## src/rtl/cam_client_ctrl.sv

```systemverilog
// cam_client_ctrl: sequences LOOKUP/INSERT requests onto a 16-entry CAM, tracking valid entries with top-down allocation.
// Define CAM_STATS_EN to add saturating lookup_hits/lookup_misses counters.
module cam_client_ctrl #(
  parameter int KEY_W  = 8,
  parameter int ADDR_W = 4,
  parameter int DEPTH  = 16
) (
  input  logic              clk,
  input  logic              rst,
  input  logic              req_valid,
  output logic              req_ready,
  input  logic              req_op,
  input  logic [KEY_W-1:0]  req_key,
  output logic              rsp_valid,
  output logic              rsp_hit,
  output logic [ADDR_W-1:0] rsp_addr,
  output logic              rsp_err,
  output logic [ADDR_W:0]   count,
  output logic              full,
  output logic              cam_wen,
  output logic              cam_ren,
  output logic [KEY_W-1:0]  cam_din,
  output logic [ADDR_W-1:0] cam_addr,
  input  logic [ADDR_W-1:0] cam_dout,
  input  logic              cam_hit
`ifdef CAM_STATS_EN
  ,
  output logic [7:0]        lookup_hits,
  output logic [7:0]        lookup_misses
`endif
);

  typedef enum logic [2:0] {IDLE, SEARCH, CHECK, WRITE, RESP} state_t;

  localparam logic [ADDR_W:0] DEPTH_C = (ADDR_W+1)'(DEPTH);

  state_t              state_q, state_d;
  logic                op_q, op_d;
  logic [KEY_W-1:0]    key_q, key_d;
  logic [DEPTH-1:0]    valid_q, valid_d;
  logic [ADDR_W:0]     count_q, count_d;
  logic                rsp_hit_q, rsp_hit_d;
  logic [ADDR_W-1:0]   rsp_addr_q, rsp_addr_d;
  logic                rsp_err_q, rsp_err_d;

  logic                is_full;
  logic                qual_hit;
  logic [ADDR_W-1:0]   free_idx;

  assign is_full  = (count_q == DEPTH_C);
  // Valid entries fill from the top down, so a CAM hit on a clear valid bit is stale data.
  assign qual_hit = cam_hit && valid_q[cam_dout];
  assign free_idx = ADDR_W'(DEPTH - 1) - count_q[ADDR_W-1:0];

  always_ff @(posedge clk or posedge rst) begin
    if (rst) begin
      state_q    <= IDLE;
      op_q       <= 1'b0;
      key_q      <= '0;
      valid_q    <= '0;
      count_q    <= '0;
      rsp_hit_q  <= 1'b0;
      rsp_addr_q <= '0;
      rsp_err_q  <= 1'b0;
    end else begin
      state_q    <= state_d;
      op_q       <= op_d;
      key_q      <= key_d;
      valid_q    <= valid_d;
      count_q    <= count_d;
      rsp_hit_q  <= rsp_hit_d;
      rsp_addr_q <= rsp_addr_d;
      rsp_err_q  <= rsp_err_d;
    end
  end

  always_comb begin
    state_d    = state_q;
    op_d       = op_q;
    key_d      = key_q;
    valid_d    = valid_q;
    count_d    = count_q;
    rsp_hit_d  = rsp_hit_q;
    rsp_addr_d = rsp_addr_q;
    rsp_err_d  = rsp_err_q;
    case (state_q)
      IDLE: begin
        if (req_valid) begin
          op_d    = req_op;
          key_d   = req_key;
          state_d = SEARCH;
        end
      end
      SEARCH: state_d = CHECK;
      CHECK: begin
        if (!op_q) begin
          rsp_hit_d  = qual_hit;
          rsp_addr_d = qual_hit ? cam_dout : '0;
          rsp_err_d  = 1'b0;
          state_d    = RESP;
        end else if (qual_hit) begin
          rsp_hit_d  = 1'b1;
          rsp_addr_d = cam_dout;
          rsp_err_d  = 1'b0;
          state_d    = RESP;
        end else if (is_full) begin
          rsp_hit_d  = 1'b0;
          rsp_addr_d = '0;
          rsp_err_d  = 1'b1;
          state_d    = RESP;
        end else begin
          state_d    = WRITE;
        end
      end
      WRITE: begin
        if (!is_full) begin
          valid_d[free_idx] = 1'b1;
          count_d           = count_q + (ADDR_W+1)'(1);
        end
        rsp_hit_d  = 1'b0;
        rsp_addr_d = free_idx;
        rsp_err_d  = 1'b0;
        state_d    = RESP;
      end
      RESP:    state_d = IDLE;
      default: state_d = IDLE;
    endcase
  end

  assign req_ready = (state_q == IDLE) && !rst;
  assign rsp_valid = (state_q == RESP);
  assign rsp_hit   = rsp_hit_q;
  assign rsp_addr  = rsp_addr_q;
  assign rsp_err   = rsp_err_q;
  assign count     = count_q;
  assign full      = is_full;
  assign cam_ren   = (state_q == SEARCH);
  assign cam_wen   = (state_q == WRITE);
  assign cam_din   = ((state_q == SEARCH) || (state_q == WRITE)) ? key_q : '0;
  assign cam_addr  = (state_q == WRITE) ? free_idx : '0;

`ifdef CAM_STATS_EN
  logic [7:0] hits_q, hits_d;
  logic [7:0] misses_q, misses_d;

  always_comb begin
    hits_d   = hits_q;
    misses_d = misses_q;
    if ((state_q == RESP) && !op_q) begin
      if (rsp_hit_q && (hits_q != 8'hFF))
        hits_d = hits_q + 8'd1;
      else if (!rsp_hit_q && (misses_q != 8'hFF))
        misses_d = misses_q + 8'd1;
    end
  end

  always_ff @(posedge clk or posedge rst) begin
    if (rst) begin
      hits_q   <= '0;
      misses_q <= '0;
    end else begin
      hits_q   <= hits_d;
      misses_q <= misses_d;
    end
  end

  assign lookup_hits   = hits_q;
  assign lookup_misses = misses_q;
`endif

endmodule

```

## config.mk

```make
export PLATFORM = sky130hd
export DESIGN_NAME = cam_client_ctrl
export DESIGN_NICKNAME = d
export VERILOG_FILES = /design/src/rtl/cam_client_ctrl.sv
export SDC_FILE = /design/constraint.sdc
export NUM_CORES = 1
export LEC_CHECK = 0
export ABC_AREA = 1
export BUFFER_PORTS_ARGS = -buffer_cell sky130_fd_sc_hd__buf_2
export CORE_ASPECT_RATIO = 0.6
export CORE_MARGIN = 2
export CORE_UTILIZATION = 35
export CTS_CLUSTER_SIZE = 24
export DETAILED_ROUTE_END_ITERATION = 7
export GPL_TIMING_DRIVEN = 0
export PLACE_DENSITY_LB_ADDON = 0.25
export SYNTH_ARGS = -nofsm -noshare
export SYNTH_HDL_FRONTEND = slang
export SYNTH_SLANG_ARGS = --single-unit
```

## constraint.sdc

```tcl
create_clock -name clk -period 1.6 [get_ports clk]
set_input_delay 0.16 -clock clk [delete_from_list [all_inputs] [get_ports clk]]
set_output_delay 0.16 -clock clk [all_outputs]
set_load 0.05 [all_outputs]
```

# Word level (Yosys, flattened, before mapping)
# Index checks and enable logic that the tools add are counted.
dict set report totals {
  ff_bits 39
  inputBits 17
  output_inout_bits 28
  word_cells 56
}
dict set report classes {
  add_sub_neg 2
  magnitude_cmp 3
  eq_ne 7
  n_mux 24
  bitwise_logic 2
  reduce_logical 10
}
# op count
set op_table {}
lappend op_table {{4-bit 2-to-1 mux} 5}
lappend op_table {{16-bit OR} 1}
lappend op_table {{3-bit 2-to-1 mux} 4}
lappend op_table {{3-bit case mux with 4 select lines} 1}
lappend op_table {{4-bit by 5-bit < comparator with 1-bit output (second input constant)} 2}
lappend op_table {{1-bit 2-to-1 mux} 8}
lappend op_table {{8-bit 2-to-1 mux} 1}
lappend op_table {{4-bit case mux with 2 select lines} 1}
lappend op_table {{3-bit by 2-bit equality test with 1-bit output (second input constant)} 2}
lappend op_table {{2-bit AND reduction} 3}
lappend op_table {{5-bit by 1-bit adder with 5-bit output (second input constant)} 1}
lappend op_table {{5-bit equality test (second input constant)} 1}
lappend op_table {{1-bit binary-select mux with 4-bit select} 1}
lappend op_table {{1-bit demux with 4-bit select} 1}
lappend op_table {{4-bit by 1-bit greater-or-equal comparator with 1-bit output (second input constant)} 1}
lappend op_table {{4-bit != test (second input constant)} 1}
lappend op_table {{1-bit case mux with 2 select lines} 2}
lappend op_table {{4-bit subtractor (first input constant)} 1}
lappend op_table {{3-bit by 1-bit equality test with 1-bit output (second input constant)} 1}
lappend op_table {{3-bit equality test (second input constant)} 1}
lappend op_table {{1-bit logical AND} 3}
lappend op_table {{3-bit logical NOT} 1}
lappend op_table {{2-bit != test (second input constant)} 1}
lappend op_table {{2-bit nonzero test} 1}
lappend op_table {{3 further kinds} 3}

# Longest topological paths before layout
dict set report logic_depth {
  ltp_word 6
  mapped_depth 12
  depth_no_buf 11
}

# Least setup slack after synthesis
# Ideal clock, no wire load.
dict set report synth_path {
  kind {register to register}
  start {register count_q[0] (netlist: count[0])}
  end {register rsp_addr_q[0] (netlist: rsp_addr[0])}
  setup_time_ns 0.118
  arrival_time_ns 2.072
  t_required_ns 1.482
  setup_slack_ns -0.590
  path_stages_with_launch 11
  n_path_buf 0
  synth_period_minus_slack_ns 2.190
  cell_sequence {dfrtp_1 > inv_1 > ha_1 > nand2_1 > nor2_2 > inv_2 > nand2_1 > nand3b_4 > nand2_4 > nand2_1 > nand2_1}
}
dict set report synth_via {
  word_cells_on_any_way 5
  classes_between {1 x add/sub; 2 x eq/ne; 1 x mux; 1 x reduce/logical}
}
# element line_no
set synth_rtl {}
lappend synth_rtl {{from (decl)} 41} ;# logic [ADDR_W:0] count_q, count_d;
lappend synth_rtl {{from (signal assigned)} 70} ;# count_q <= count_d;
lappend synth_rtl {{4-bit subtractor} 53} ;# assign free_idx = ADDR_W'(DEPTH - 1) - count_q[ADDR_W-1:0];
lappend synth_rtl {{named net free_idx[0]} 48} ;# logic [ADDR_W-1:0] free_idx;
lappend synth_rtl {{4-bit case mux with 2 select lines} 86} ;# case (state_q)
lappend synth_rtl {{to (signal assigned)} 72} ;# rsp_addr_q <= rsp_addr_d;
lappend synth_rtl {{to (decl)} 43} ;# logic [ADDR_W-1:0] rsp_addr_q, rsp_addr_d;
# The timed path passes the listed nets, and every way through them passes these cells.
# A chain may end at the register's enable or synchronous reset.

# Worst setup path in the final report
dict set report layout_path {
  start {register state_q[2]}
  end {output cam_addr[1]}
}
dict set report layout_via {
  elab_chain_cells 2
}
# element line_no
set layout_lines {}
lappend layout_lines {{from (decl)} 37} ;# state_t state_q, state_d;
lappend layout_lines {{from (signal assigned)} 66} ;# state_q <= state_d;
lappend layout_lines {{3-bit by 2-bit equality test with 1-bit output} 140} ;# assign cam_addr = (state_q == WRITE) ? free_idx : '0;
lappend layout_lines {{4-bit 2-to-1 mux} 140}
lappend layout_lines {{to (decl)} 23} ;# output logic [ADDR_W-1:0] cam_addr,
# No other way between the ends.

==> impl_metrics.tcl <==
set metrics [dict create \
    worstReg2RegStart "count[0]" \
    die_x_um 100 \
    irDropWorstVdd_uv 718 \
    gr-total-overflow 0 \
    totalWireLength_um 4810 \
    num_rows 21 \
    worst_ep_required_time_ns 1.44 \
    yosysSeqAreaShare 0.500 \
    clk_latency_ns 0.28 \
    num_vias 1726 \
    synth_ff_type "dfrtp_1" \
    grt_max_degree 40 \
    place_congestion 0.800 \
    slowest_stage "dfrtp_1" \
    setup_ws_ns 0.0481 \
    grt_usage 0.160 \
    insertedDiodeCount 0 \
    cts_tree "done" \
    crit_family "flip-flops" \
    synth_top_cells_by_count "nand2_1, inv_1, dfrtp_1, nor2_1, nand3_1" \
    endpoint_kind "primary output" \
    first_pass_iters 4 \
    postCtsHoldBufs 0 \
    hold_path_class "input port to async pin" \
    area_delta_synth_final_pct 36.3 \
    status "finished, final reports clean" \
    wl_per_cell_um 12.7 \
    initial_utilization 0.356 \
    drive_gt1_frac 0.347 \
    ys_top_cells_by_area "dfrtp_1, nand2_1, inv_1" \
    synth-seq-cells 39 \
    drt_iter0_drc 110 \
    finalNonFillerCells 380 \
    ys_types 23 \
    hold_violations 0 \
    ant_nets 0 \
    ios 45 \
    cp.depth 6 \
    maxCapViolCount 0 \
    cts_buffers 5 \
    period_share 0.970 \
    synth.top_cell.area_share 0.500 \
    max_slew_margin 0.468 \
    synth_fp_nets 263 \
    core_area_um2 5490 \
    fp.dieH_um 61.9 \
    clock-root-buffer "clkbuf_8" \
    grt_pass1_vias 1482 \
    min_period_ns 1.55 \
    cts.reportedPaths.clkPinSlew_ns 0.07 \
    grt_setup_unrepaired "yes" \
    post_synth.cell_area_avg_um2 8.07 \
    max_freq_mhz 644 \
    clk_path_buf_depth 2 \
    synth-edff-count 0 \
    reg2reg_depth 11 \
    antenna_found_initial 0 \
    async_flop_share 1.00 \
    grt_pass1_wl_um 7510 \
    crit_start "state_q[2]" \
    r2r_slack_ns 0.10 \
    fin_skew_ns 0.00585 \
    ys.warnings.count 0 \
    portBuffers 43 \
    critPathBufInv 3 \
    dpl_worst_slack_ns -0.0256 \
    final_nets 331 \
    final_max_slew_viol_count 0 \
    vias_per_cell 4.54 \
    power_mw 4.84 \
    worst_pin_slew_ns 0.797 \
    cp-start-kind "flip-flop" \
    worstSetupPathType "flip-flop to primary output" \
    worstPathMaxFanout 8 \
    placed_cells 354 \
    max_stage_delay_ns 0.41 \
    power_density_nw_per_um2 1820 \
    syn_inst 242 \
    finalSetupViolCount 0 \
    fin_util 0.485 \
    drc 0 \
    finalHoldWorstSlack_ns 0.0473 \
    cts.sinks 39 \
    p_leak_nw 1.42 \
    yosysMostFrequentCell "nand2_1" \
    path_cells "inv_2 -> nand2_2 -> nor2_4 -> inv_6 -> nor2_4 -> buf_6" \
    syn_area_um2 1950 \
    crit_path_frequent_cell "nor2_4" \
    critPathArrivalTime_ns 1.39 \
    r2r_end "count[4]" \
    crit_path_end "cam_addr[1]" \
    synth_area_leader_cell "dfrtp_1" \
    die_area_um2 6210 \
    htreeDepth 2 \
    hpwl_um 3430 \
]
cell usage in the layout, fill, tap and decap left out, drive strengths merged:
master	n
a21oi	8
buf	62
clkbuf	11
dfrtp	39
ha	4
inv	45
mux2	1
nand2	64
nand3	19
nand3b	2
nand4	5
nor2	29
nor3	3
nor4	1
o21ai	14
xor2	4
registers in the layout, indices dropped and copies added (netlist names):
| register | count |
|---|---|
| count | 5 |
| valid_q | 16 |
| rsp_hit | 1 |
| rsp_addr | 4 |
| state_q | 3 |
| rsp_err | 1 |
| key_q | 8 |
| op_q | 1 |
kinds of logic (layout without fill, tap and decap cells):
| family | Yosys count | in the layout | share of synthesized area |
|---|---|---|---|
| buf+inv | 49 | 118 | 0.102 |
| mux | 1 | 1 | 0.00577 |
| flops | 39 | 39 | 0.500 |
| xor+xnor | 4 | 4 | 0.0179 |
| fa+ha+maj | 4 | 4 | 0.0256 |
| compound gates | 22 | 22 | 0.0564 |
| simple gates | 123 | 123 | 0.293 |
worst register-to-register path, cell delays in order, from the launching register on:
cell     delay, ns
dfrtp_2       0.43
inv_4         0.08
ha_4          0.16
nand2_4       0.06
nor2_4        0.12
inv_2         0.07
nand2_4       0.10
inv_4         0.05
nand2_2       0.09
inv_4         0.06
nand2_2       0.07
xor2_1        0.14
routing by layer:
| metal | GRT usage | wire length [um] |
|---|---|---|
| met2 | 0.207 | 1830 |
| met1 | 0.259 | 2680 |
| met5 | 0 | 0 |
| met3 | 0.0414 | 274 |
| met4 | 0.0352 | 30 |
stage by stage:
step | TNS [ns] | area [um2]
floorplan | -4.76 | 2020
global placement | -3.15 | 2320
detailed placement | -0.108 | 2320
CTS | 0 | 2490
global route | -0.124 | 2660
finish | 0 | 2660
area by class of cell:
class | count | area, um2
flip-flops and latches | 39 | 983
multi-input cells | 154 | 850
clock buffers | 8 | 80.1
well taps | 69 | 86.3
inverters | 45 | 191
fillers | 550 | 2830
plain buffers | 4 | 37.5
repair buffers | 61 | 434
worst min path at each step:
stage	start	end	depth (start not counted)
after detailed placement	rst	key_q[4]	2
after floorplan	req_op	op_q	1
after global routing	req_op	op_q	2
after global placement	req_op	op_q	2
after CTS	rst	valid_q[6]	2
final	rst	key_q[2]	2
repair_timing:
item | CTS | global route
resized for setup | 21 | 22
hold endpoints to repair | 0 | 0
setup endpoints to repair | 22 | 30
pin swaps | 1 | 8
setup buffers | 4 | 14
power breakdown:
group	total (mW)	switching, mW	internal, mW	leakage (nW)
Combinational	2.73	1.83	0.902	0.887
Clock	0.629	0.319	0.310	0.0395
Sequential	1.48	0.171	1.31	0.492
Total	4.84	2.32	2.52	1.42
(Power assumes the default switching activity.)
